--- src/rtl/seg_display_scan.sv ---
// Four-digit 7-segment scan controller with a double-buffered value,
// a blanking gap on every digit change and leading-zero suppression.
module seg_display_scan #(
  parameter int CLKS_PER_DIGIT = 25000,
  parameter int BLANK_CLKS     = 250
) (
  input  logic        clk,
  input  logic        rst,
  input  logic [15:0] i_value,
  input  logic        i_load,
  input  logic        i_enable,
  input  logic        i_lz_suppress,
  output logic [3:0]  o_binary_num,
  output logic [3:0]  o_digit_en,
  output logic [1:0]  o_digit_idx,
  output logic        o_frame_done
);

  localparam int CW = (CLKS_PER_DIGIT > 2) ? $clog2(CLKS_PER_DIGIT) : 1;
  localparam logic [CW-1:0] LAST  = CW'(CLKS_PER_DIGIT - 1);
  localparam logic [CW-1:0] BLAST = CW'(BLANK_CLKS - 1);

  typedef enum logic {
    BLANK,
    SHOW
  } state_t;

  state_t        state, state_n;
  logic [CW-1:0] cnt, cnt_n;
  logic [1:0]    idx, idx_n;
  logic [15:0]   shadow, active, active_n;
  logic          pending, pending_n;
  logic          apply;
  logic [15:0]   shifted;
  logic [3:0]    en_q;
  logic [3:0]    sup;

  always_comb begin
    state_n = state;
    cnt_n   = cnt;
    idx_n   = idx;
    apply   = 1'b0;
    if (!i_enable) begin
      state_n = BLANK;
      cnt_n   = '0;
      apply   = 1'b1;
    end else if (state == BLANK) begin
      cnt_n = cnt + 1'b1;
      if (cnt == BLAST)
        state_n = SHOW;
    end else if (cnt == LAST) begin
      cnt_n   = '0;
      idx_n   = idx + 2'd1;
      state_n = BLANK;
      apply   = (idx == 2'd3);
    end else begin
      cnt_n = cnt + 1'b1;
    end
  end

  // A load on the boundary cycle itself bypasses the shadow register.
  always_comb begin
    active_n  = active;
    pending_n = pending;
    if (apply) begin
      pending_n = 1'b0;
      if (i_load)
        active_n = i_value;
      else if (pending)
        active_n = shadow;
    end else if (i_load) begin
      pending_n = 1'b1;
    end
  end

  assign shifted = active_n >> {idx_n, 2'b00};

  always_ff @(posedge clk) begin
    if (rst) begin
      state        <= BLANK;
      cnt          <= '0;
      idx          <= 2'd0;
      shadow       <= 16'h0;
      active       <= 16'h0;
      pending      <= 1'b0;
      o_binary_num <= 4'h0;
      en_q         <= 4'h0;
      o_frame_done <= 1'b0;
    end else begin
      state   <= state_n;
      cnt     <= cnt_n;
      idx     <= idx_n;
      active  <= active_n;
      pending <= pending_n;
      if (i_load)
        shadow <= i_value;
      if (state_n == BLANK)
        o_binary_num <= shifted[3:0];
      en_q <= (state_n == SHOW) ? (4'b0001 << idx_n) : 4'b0000;
      o_frame_done <= i_enable && (state_n == SHOW) &&
                      (idx_n == 2'd3) && (cnt_n == LAST);
    end
  end

  // Digit k is dark when it and every higher nibble are zero.
  assign sup[0] = 1'b0;
  assign sup[1] = (active[15:4] == 12'h0);
  assign sup[2] = (active[15:8] == 8'h0);
  assign sup[3] = (active[15:12] == 4'h0);

  assign o_digit_en  = en_q & ~(sup & {4{i_lz_suppress}});
  assign o_digit_idx = idx;

endmodule

--- config.mk ---
export PLATFORM = sky130hd
export DESIGN_NAME = seg_display_scan
export DESIGN_NICKNAME = d
export VERILOG_FILES = /design/src/rtl/seg_display_scan.sv
export SDC_FILE = /design/constraint.sdc
export NUM_CORES = 1
export LEC_CHECK = 0
export BUFFER_PORTS_ARGS = -buffer_cell sky130_fd_sc_hd__buf_2
export CAP_MARGIN = 10
export CORE_ASPECT_RATIO = 0.7
export CORE_UTILIZATION = 35
export DETAILED_ROUTE_END_ITERATION = 10
export PLACE_DENSITY_LB_ADDON = 0.2
export SETUP_SLACK_MARGIN = 0.2
export SLEW_MARGIN = 25
export SYNTH_ARGS = -nofsm -noshare
export SYNTH_HDL_FRONTEND = slang
export SYNTH_SLANG_ARGS = --single-unit
--- constraint.sdc ---
create_clock -name clk -period 6.6 [get_ports clk]
set_input_delay 1.32 -clock clk [delete_from_list [all_inputs] [get_ports clk]]
set_output_delay 1.32 -clock clk [all_outputs]
set_load 0.05 [all_outputs]
==> impl_table.tex, run 1 <==
\begin{tabular}{lr}
\hline
Metric & Value \\
\hline
\multicolumn{2}{l}{\textbf{Outcome}} \\
Outcome & finished with violations \\
Violated checks & DRC \\
\multicolumn{2}{l}{\textbf{Power}} \\
Pwr dens & 264 mW/mm\^{}2 \\
Power share of the combinational group & 7.7\% \\
Clk pwr share & 49.5\% \\
Net load switching power & 205 uW \\
Cell leakage power & 0.00133 uW \\
Power Internal & 696 uW \\
Peak ir drop on the vdd network & 0.145 mV \\
Switching share of total power & 22.7\% \\
Sequential share of power & 42.8\% \\
\multicolumn{2}{l}{\textbf{Cells and area}} \\
Fillcell total & 783 \\
Area growth from synthesis to final layout & 16.5\% \\
Post-route non-filler standard cell count & 465 \\
Post-layout net count & 384 \\
Share of post-route cells with drive strength above 1 & 18.7\% \\
Footprint of the multi-input gates & 0.00160 mm\^{}2 \\
Antenna cell count & 0 \\
Register area & 0.00120 mm\^{}2 \\
\multicolumn{2}{l}{\textbf{Floorplanning}} \\
Die Width & 111 um \\
Die outline area & 0.00876 mm\^{}2 \\
FP Rows & 27 \\
Initial Utilization & 36.6\% \\
Area of the core region & 0.00801 mm\^{}2 \\
Top-level port count & 32 \\
Die boundary height & 78.6 um \\
\multicolumn{2}{l}{\textbf{Critical path}} \\
Kind of capture point of the worst setup path & output pin \\
Worst path arrival time & 2.14 ns \\
Required time worst endpoint & 5.28 ns \\
Slowest stage delay, CP & 0.32 ns \\
Most numerous cell on the critical path & sky130\_fd\_sc\_hd\_\_buf\_2 \\
Number of cells traversed by the worst register-to-register path & 5 \\
CP max FO & 2 \\
Crit path launch type & input port \\
Critical path origin & i\_lz\_suppress \\
Standard cell with the maximum stage delay on the critical path & sky130\_fd\_sc\_hd\_\_buf\_2 \\
Sequence of cells on the critical path & buf\_2 > nand2\_1 > nor2\_1 > a21boi\_0 > buf\_2 \\
Start of the worst register-to-register path & cnt[9] \\
Critical Setup Path Class & input port to output pin \\
\multicolumn{2}{l}{\textbf{Detailed routing}} \\
Met2 Routed Length & 2.94 mm \\
Number of nets with antenna violations after routing & 0 \\
Total wirelength of the detailed-routed design & 7.35 mm \\
Wire per inst & 15.8 um \\
Initial DRT Pass Iterations & 7 \\
Met1 Routed Length & 3.89 mm \\
Number of vias in the routed layout & 2511 \\
Remaining design rule violation count & 4 \\
Top layer used by detailed routing & met4 \\
Routed wire length on met3 & 490 um \\
Count of routing violations after the opening detailed-route iteration & 152 \\
Avg Vias per Cell & 5.40 \\
\multicolumn{2}{l}{\textbf{Placement}} \\
Routability-driven placement congestion ratio & 0.836 \\
Post-Place Worst Slack & 2.73 ns \\
Sum of net half-perimeters after detailed placement & 5.32 mm \\
Count of input and output buffers & 31 \\
Number of cells in the design after placement & 450 \\
\multicolumn{2}{l}{\textbf{Clock tree}} \\
CTS H-tree lvls & 3 \\
Clock Tree Root & sky130\_fd\_sc\_hd\_\_clkbuf\_16 \\
Setup Buffers After CTS & 0 \\
Total of hold buffers inserted after clock tree synthesis & 0 \\
Clock slew at reported path FFs & 0.05 ns \\
Sink Count & 60 \\
Clk buf depth & 2 \\
Post\_cts resized & 0 \\
Latest clock arrival within the worst-skew pair & 0.32 ns \\
TritonCTS clock tree & built \\
Total CTS buffers & 9 \\
\multicolumn{2}{l}{\textbf{Logic synthesis}} \\
YS warnings & 0 \\
Area of the mapped netlist & 0.00293 mm\^{}2 \\
List of most frequent post-synthesis cells & 60 x sky130\_fd\_sc\_hd\_\_dfxtp\_1, 37 x sky130\_fd\_sc\_hd\_\_nor2\_1, 32 x sky130\_fd\_sc\_hd\_\_nand2\_1, 19 x sky130\_fd\_sc\_hd\_\_a21oi\_1, 13 x sky130\_fd\_sc\_hd\_\_nand2b\_1 \\
Number of flops mapped to enable cells by yosys & 0 \\
Count of unique library cells instantiated by Yosys & 57 \\
Share of synthesized area occupied by flip-flops and latches & 40.9\% \\
Primary flip-flop cell chosen by synthesis mapping & sky130\_fd\_sc\_hd\_\_dfxtp\_1 \\
Async SR Flop Fraction & 0\% \\
Area leader, netlist & sky130\_fd\_sc\_hd\_\_dfxtp\_1 \\
Cell count after synthesis & 338 \\
Synthesized net count & 362 \\
Syn avg cell area & 8.68 um\^{}2 \\
Cell types with the largest area share after synthesis & sky130\_fd\_sc\_hd\_\_dfxtp\_1 41\%, sky130\_fd\_sc\_hd\_\_nor2\_1 4.7\%, sky130\_fd\_sc\_hd\_\_nand2\_1 4.1\% \\
Area fraction of the dominant cell type after synthesis & 40.9\% \\
Cell with the most instances after synthesis & sky130\_fd\_sc\_hd\_\_dfxtp\_1 \\
Synth Register Bits & 60 \\
\multicolumn{2}{l}{\textbf{Timing}} \\
Max-slew violation count & 0 \\
TNS Setup & 0 ns \\
Number of hold violations in the final report & 0 \\
Maximum frequency from static timing analysis & 289 MHz \\
Count of final setup violators & 0 \\
Max-slew headroom at the worst pin & 45.1\% \\
Final worst-path setup slack & 3.14 ns \\
Minimum clock period after layout & 3.46 ns \\
Setup repair after global routing missed its margin & false \\
Final worst path period share & 52.4\% \\
Final-layout worst hold slack & 0.471 ns \\
Worst clock skew on the final layout & 0.00763 ns \\
Worst slew pin tran & 0.808 ns \\
\multicolumn{2}{l}{\textbf{Flow run}} \\
Max Cap Viol & 0 \\
\multicolumn{2}{l}{\textbf{Global routing}} \\
Global routing usage summed across all routing layers & 17.8\% \\
Wire length of the first global-routing pass & 12.0 mm \\
Initial antenna violation count & 0 \\
Largest net degree at the start of global routing & 44 \\
Global-route congestion overflow total & 0 \\
Vias in the first global route & 2335 \\
\multicolumn{2}{l}{\textbf{Worst hold path}} \\
Class of the tightest hold or removal check & flip-flop to flip-flop \\
Worst hold path cell count & 2 \\
Source of the worst hold timing path & shadow[11] \\
\hline
\end{tabular}
## power by group through the flow
stage	sequential, uW	clock [uW]	combinational [uW]
finish	386	446	69.4
global route	387	476	77.9
CTS	385	457	69.9
detailed placement	393	0	69.5
global placement	393	0	69.1
floorplan	394	0	46.1
## critical path, delay by kind of cell
kind            cells  cell delay, ns
buf+inv             2            0.43
compound gates      1            0.24
simple gates        2            0.14
## logic make-up after synthesis
family,share of synthesized area [%]
buffers and inverters,4.52
multiplexers,3.71
AND/OR/NAND/NOR,28.6
XOR/XNOR,4.18
flip-flops,40.9
adder cells (fa/ha/maj),1.28
AO/OA/AOI/OAI,16.8
## routing by layer
layer	GRT usage, %	up-vias
met3	5.25	2
met1	26.4	1180
met4	5.27	0
met2	24.3	73
met5	0	-
li1	-	1256
## final timing paths
check	to	slack, ns
setup / recovery	o_digit_en[1]	3.14
hold / removal	shadow[11]	0.47
setup reg to reg	o_binary_num[0]	3.71
hold reg to reg	shadow[11]	0.47
## registers in the layout, indices dropped and copies added (netlist names)
signal / count
active: 16
cnt: 15
en_q: 4
o_binary_num: 4
o_digit_idx: 2
o_frame_done: 1
pending: 1
shadow: 16
state: 1
## cell type report
type	instances	area share, %
inverters	11	1.21
repair buffers	31	4.54
flip-flops and latches	60	35.2
multi-input cells	247	46.9
clock buffers	14	8.31
clock inverters	1	0.146
well taps	101	3.70
## cell usage in the layout (no fill, tap or decap), types with 5 or more instances in the layout
cell type and count:
sky130_fd_sc_hd__a21oi_1 19, sky130_fd_sc_hd__a22oi_1 6, sky130_fd_sc_hd__a31oi_1 6, sky130_fd_sc_hd__and2_1 7
sky130_fd_sc_hd__buf_2 31, sky130_fd_sc_hd__clkbuf_16 9, sky130_fd_sc_hd__dfxtp_1 60, sky130_fd_sc_hd__inv_1 11
sky130_fd_sc_hd__mux2i_1 5, sky130_fd_sc_hd__nand2_1 32, sky130_fd_sc_hd__nand2b_1 13, sky130_fd_sc_hd__nand3_1 5
sky130_fd_sc_hd__nand4_1 8, sky130_fd_sc_hd__nor2_1 37, sky130_fd_sc_hd__nor2b_1 8, sky130_fd_sc_hd__nor3_1 12
sky130_fd_sc_hd__nor4_1 5, sky130_fd_sc_hd__xnor2_1 5, sky130_fd_sc_hd__xor2_1 9
## per-stage QoR
stage | util [%] | instance area [um^2] | power, uW
after floorplan | - | 2930 | 441
after global placement | 39.0 | 3120 | 462
after detailed placement | 39.0 | 3120 | 462
after CTS | 42.6 | 3410 | 912
after global routing | 42.7 | 3420 | 941
final | 42.7 | 3420 | 901
Power figures use the tool's default switching activity.
==> run 2, diff against run 1 <==
==> constraint.sdc (replaced) <==
create_clock -name clk -period 3.5 [get_ports clk]
set_input_delay 0.7 -clock clk [delete_from_list [all_inputs] [get_ports clk]]
set_output_delay 0.7 -clock clk [all_outputs]
set_load 0.05 [all_outputs]
==> impl_table.tex, run 2 (synthesis results as in run 1) <==
\begin{tabular}{lr}
\hline
Metric & Value \\
\hline
\multicolumn{2}{l}{\textbf{Placement}} \\
Post-DP Area & 0.00315 mm\^{}2 \\
Post-Place Worst Slack & 0.863 ns \\
Count of input and output buffers & 31 \\
Routability-driven placement congestion ratio & 0.807 \\
Sum of net half-perimeters after detailed placement & 5.50 mm \\
\multicolumn{2}{l}{\textbf{Cells and area}} \\
Fillcell total & 803 \\
Post-layout net count & 388 \\
Register area & 0.00120 mm\^{}2 \\
Final Core Density & 42.9\% \\
Footprint of the multi-input gates & 0.00160 mm\^{}2 \\
Share of post-route cells with drive strength above 1 & 19.0\% \\
Commonest non-fill, non-tap cell in the layout & sky130\_fd\_sc\_hd\_\_dfxtp\_1 \\
Area growth from synthesis to final layout & 17.1\% \\
Largest registers & active: 16 flops, shadow: 16 flops, cnt: 15 flops \\
Final non-filler cell area & 0.00344 mm\^{}2 \\
Antenna cell count & 0 \\
Most used cells in the layout excluding fill and tap cells & 60 x sky130\_fd\_sc\_hd\_\_dfxtp\_1, 37 x sky130\_fd\_sc\_hd\_\_nor2\_1, 32 x sky130\_fd\_sc\_hd\_\_nand2\_1, 31 x sky130\_fd\_sc\_hd\_\_buf\_2, 19 x sky130\_fd\_sc\_hd\_\_a21oi\_1 \\
\multicolumn{2}{l}{\textbf{Detailed routing}} \\
Number of nets with antenna violations after routing & 0 \\
Number of vias in the routed layout & 2503 \\
Avg Vias per Cell & 5.33 \\
Total wirelength of the detailed-routed design & 7.64 mm \\
Wire per inst & 16.2 um \\
Count of routing violations after the opening detailed-route iteration & 176 \\
Initial DRT Pass Iterations & 8 \\
Remaining design rule violation count & 2 \\
\multicolumn{2}{l}{\textbf{Outcome}} \\
Violated checks & DRC \\
Outcome & finished with violations \\
\multicolumn{2}{l}{\textbf{Clock tree}} \\
Clk buf depth & 2 \\
Setup Buffers After CTS & 0 \\
Clock slew at reported path FFs & 0.05 ns \\
Clock Tree Root & sky130\_fd\_sc\_hd\_\_clkbuf\_16 \\
CTS H-tree lvls & 3 \\
Total of hold buffers inserted after clock tree synthesis & 0 \\
Total CTS buffers & 9 \\
Latest clock arrival within the worst-skew pair & 0.32 ns \\
Sink Count & 60 \\
TritonCTS clock tree & built \\
Post\_cts resized & 0 \\
\multicolumn{2}{l}{\textbf{Global routing}} \\
Largest net degree at the start of global routing & 43 \\
Global routing usage summed across all routing layers & 19.2\% \\
Wire length of the first global-routing pass & 12.6 mm \\
Vias in the first global route & 2349 \\
Global-route congestion overflow total & 0 \\
Met3 Track Usage GR & 6.64\% \\
Met1 Usage GRT & 28.7\% \\
Met2 track demand over resource & 24.6\% \\
GRT Max-Usage Layer & met1 \\
Initial antenna violation count & 0 \\
\multicolumn{2}{l}{\textbf{Critical path}} \\
Slowest stage delay, CP & 0.63 ns \\
Worst path arrival time & 2.76 ns \\
Crit path launch type & flip-flop \\
CP max FO & 7 \\
Required time worst endpoint & 3.70 ns \\
Sequence of cells on the critical path & or4\_4 > nor4\_1 > a31oi\_1 > o221a\_2 > a32oi\_1 > o221ai\_1 \\
Kind of capture point of the worst setup path & flip-flop \\
Critical Setup Path Class & flip-flop to flip-flop \\
Standard cell with the maximum stage delay on the critical path & sky130\_fd\_sc\_hd\_\_or4\_4 \\
Largest delay share family, worst path & simple AND/OR/NAND/NOR gates \\
Count of buffer and inverter cells on the critical path & 0 \\
\multicolumn{2}{l}{\textbf{Floorplanning}} \\
Area of the core region & 0.00801 mm\^{}2 \\
Die boundary height & 78.6 um \\
Die Width & 111 um \\
Initial Utilization & 36.6\% \\
Top-level port count & 32 \\
Die outline area & 0.00876 mm\^{}2 \\
FP Rows & 27 \\
\multicolumn{2}{l}{\textbf{Timing}} \\
Worst slew pin tran & 0.828 ns \\
Number of hold violations in the final report & 0 \\
Max-slew headroom at the worst pin & 44.7\% \\
Final worst-path setup slack & 0.938 ns \\
Max-slew violation count & 0 \\
Setup repair after global routing missed its margin & false \\
Final worst path period share & 73.2\% \\
Minimum clock period after layout & 2.56 ns \\
Maximum frequency from static timing analysis & 390 MHz \\
Count of final setup violators & 0 \\
TNS Setup & 0 ns \\
Worst clock skew on the final layout & 0.00554 ns \\
\multicolumn{2}{l}{\textbf{Power}} \\
Cell leakage power & 0.00135 uW \\
Peak ir drop on the vdd network & 0.234 mV \\
Pwr dens & 491 mW/mm\^{}2 \\
Final Power & 1690 uW \\
\multicolumn{2}{l}{\textbf{Worst hold path}} \\
Class of the tightest hold or removal check & flip-flop to flip-flop \\
\multicolumn{2}{l}{\textbf{Flow run}} \\
Max Cap Viol & 0 \\
\hline
\end{tabular}
-- run 2: cell types whose count changed in the layout (fill, tap and decap cells not counted) --
cell | before | now
sky130_fd_sc_hd__clkbuf_1 | 1 | 3
sky130_fd_sc_hd__mux2i_2 | 1 | 0
sky130_fd_sc_hd__mux2i_1 | 5 | 6
sky130_fd_sc_hd__clkbuf_8 | 4 | 3
sky130_fd_sc_hd__buf_4 | 0 | 4
-- run 2: area by class of cell --
cell class / count / share of cell area (%)
Multi-Input combinational cell: 247 / 46.6
Sequential cell: 60 / 34.9
Clock buffer: 15 / 8.08
Timing Repair Buffer: 35 / 5.39
Tap cell: 101 / 3.68
Inverter: 11 / 1.20
Clock inverter: 1 / 0.146
-- run 2: final timing paths --
check                 start              end  slack, ns  depth (start not counted)
setup / recovery     cnt[9]  o_binary_num[1]       0.94                          6
hold / removal    shadow[0]        shadow[0]       0.47                          2
setup reg to reg     cnt[9]  o_binary_num[1]       0.94                          6
hold reg to reg   shadow[0]        shadow[0]       0.47                          2
-- run 2: routing by layer --
metal,vias up,part of all wire (%)
met5,-,0
met4,0,0.48
met3,2,6.2
met2,63,40
met1,1173,54
li1,1265,-
-- run 2: worst register-to-register path, delay by kind of cell (launching register included) --
| family | cells | cell delay, ns |
|---|---|---|
| AOI/OAI and AO/OA | 4 | 0.98 |
| DFF | 1 | 0.36 |
| and+or+nand+nor | 2 | 1.09 |
-- run 2: through the flow --
step           std cells  hold slack, ns
6_report             470           0.472
2_1_floorplan        338           0.440
4_1_cts              470           0.473
3_3_place_gp         454           0.459
3_5_place_dp         454           0.464
5_1_grt              470           0.492
-- run 2: report_power, final --
| part | internal, uW | leakage, uW | switching (uW) | total (uW) |
|---|---|---|---|---|
| clock | 536 | 0.000140 | 289 | 825 |
| combinational | 54.1 | 0.000718 | 80.0 | 134 |
| sequential | 710 | 0.000490 | 17.4 | 727 |
| total | 1300 | 0.00135 | 386 | 1690 |
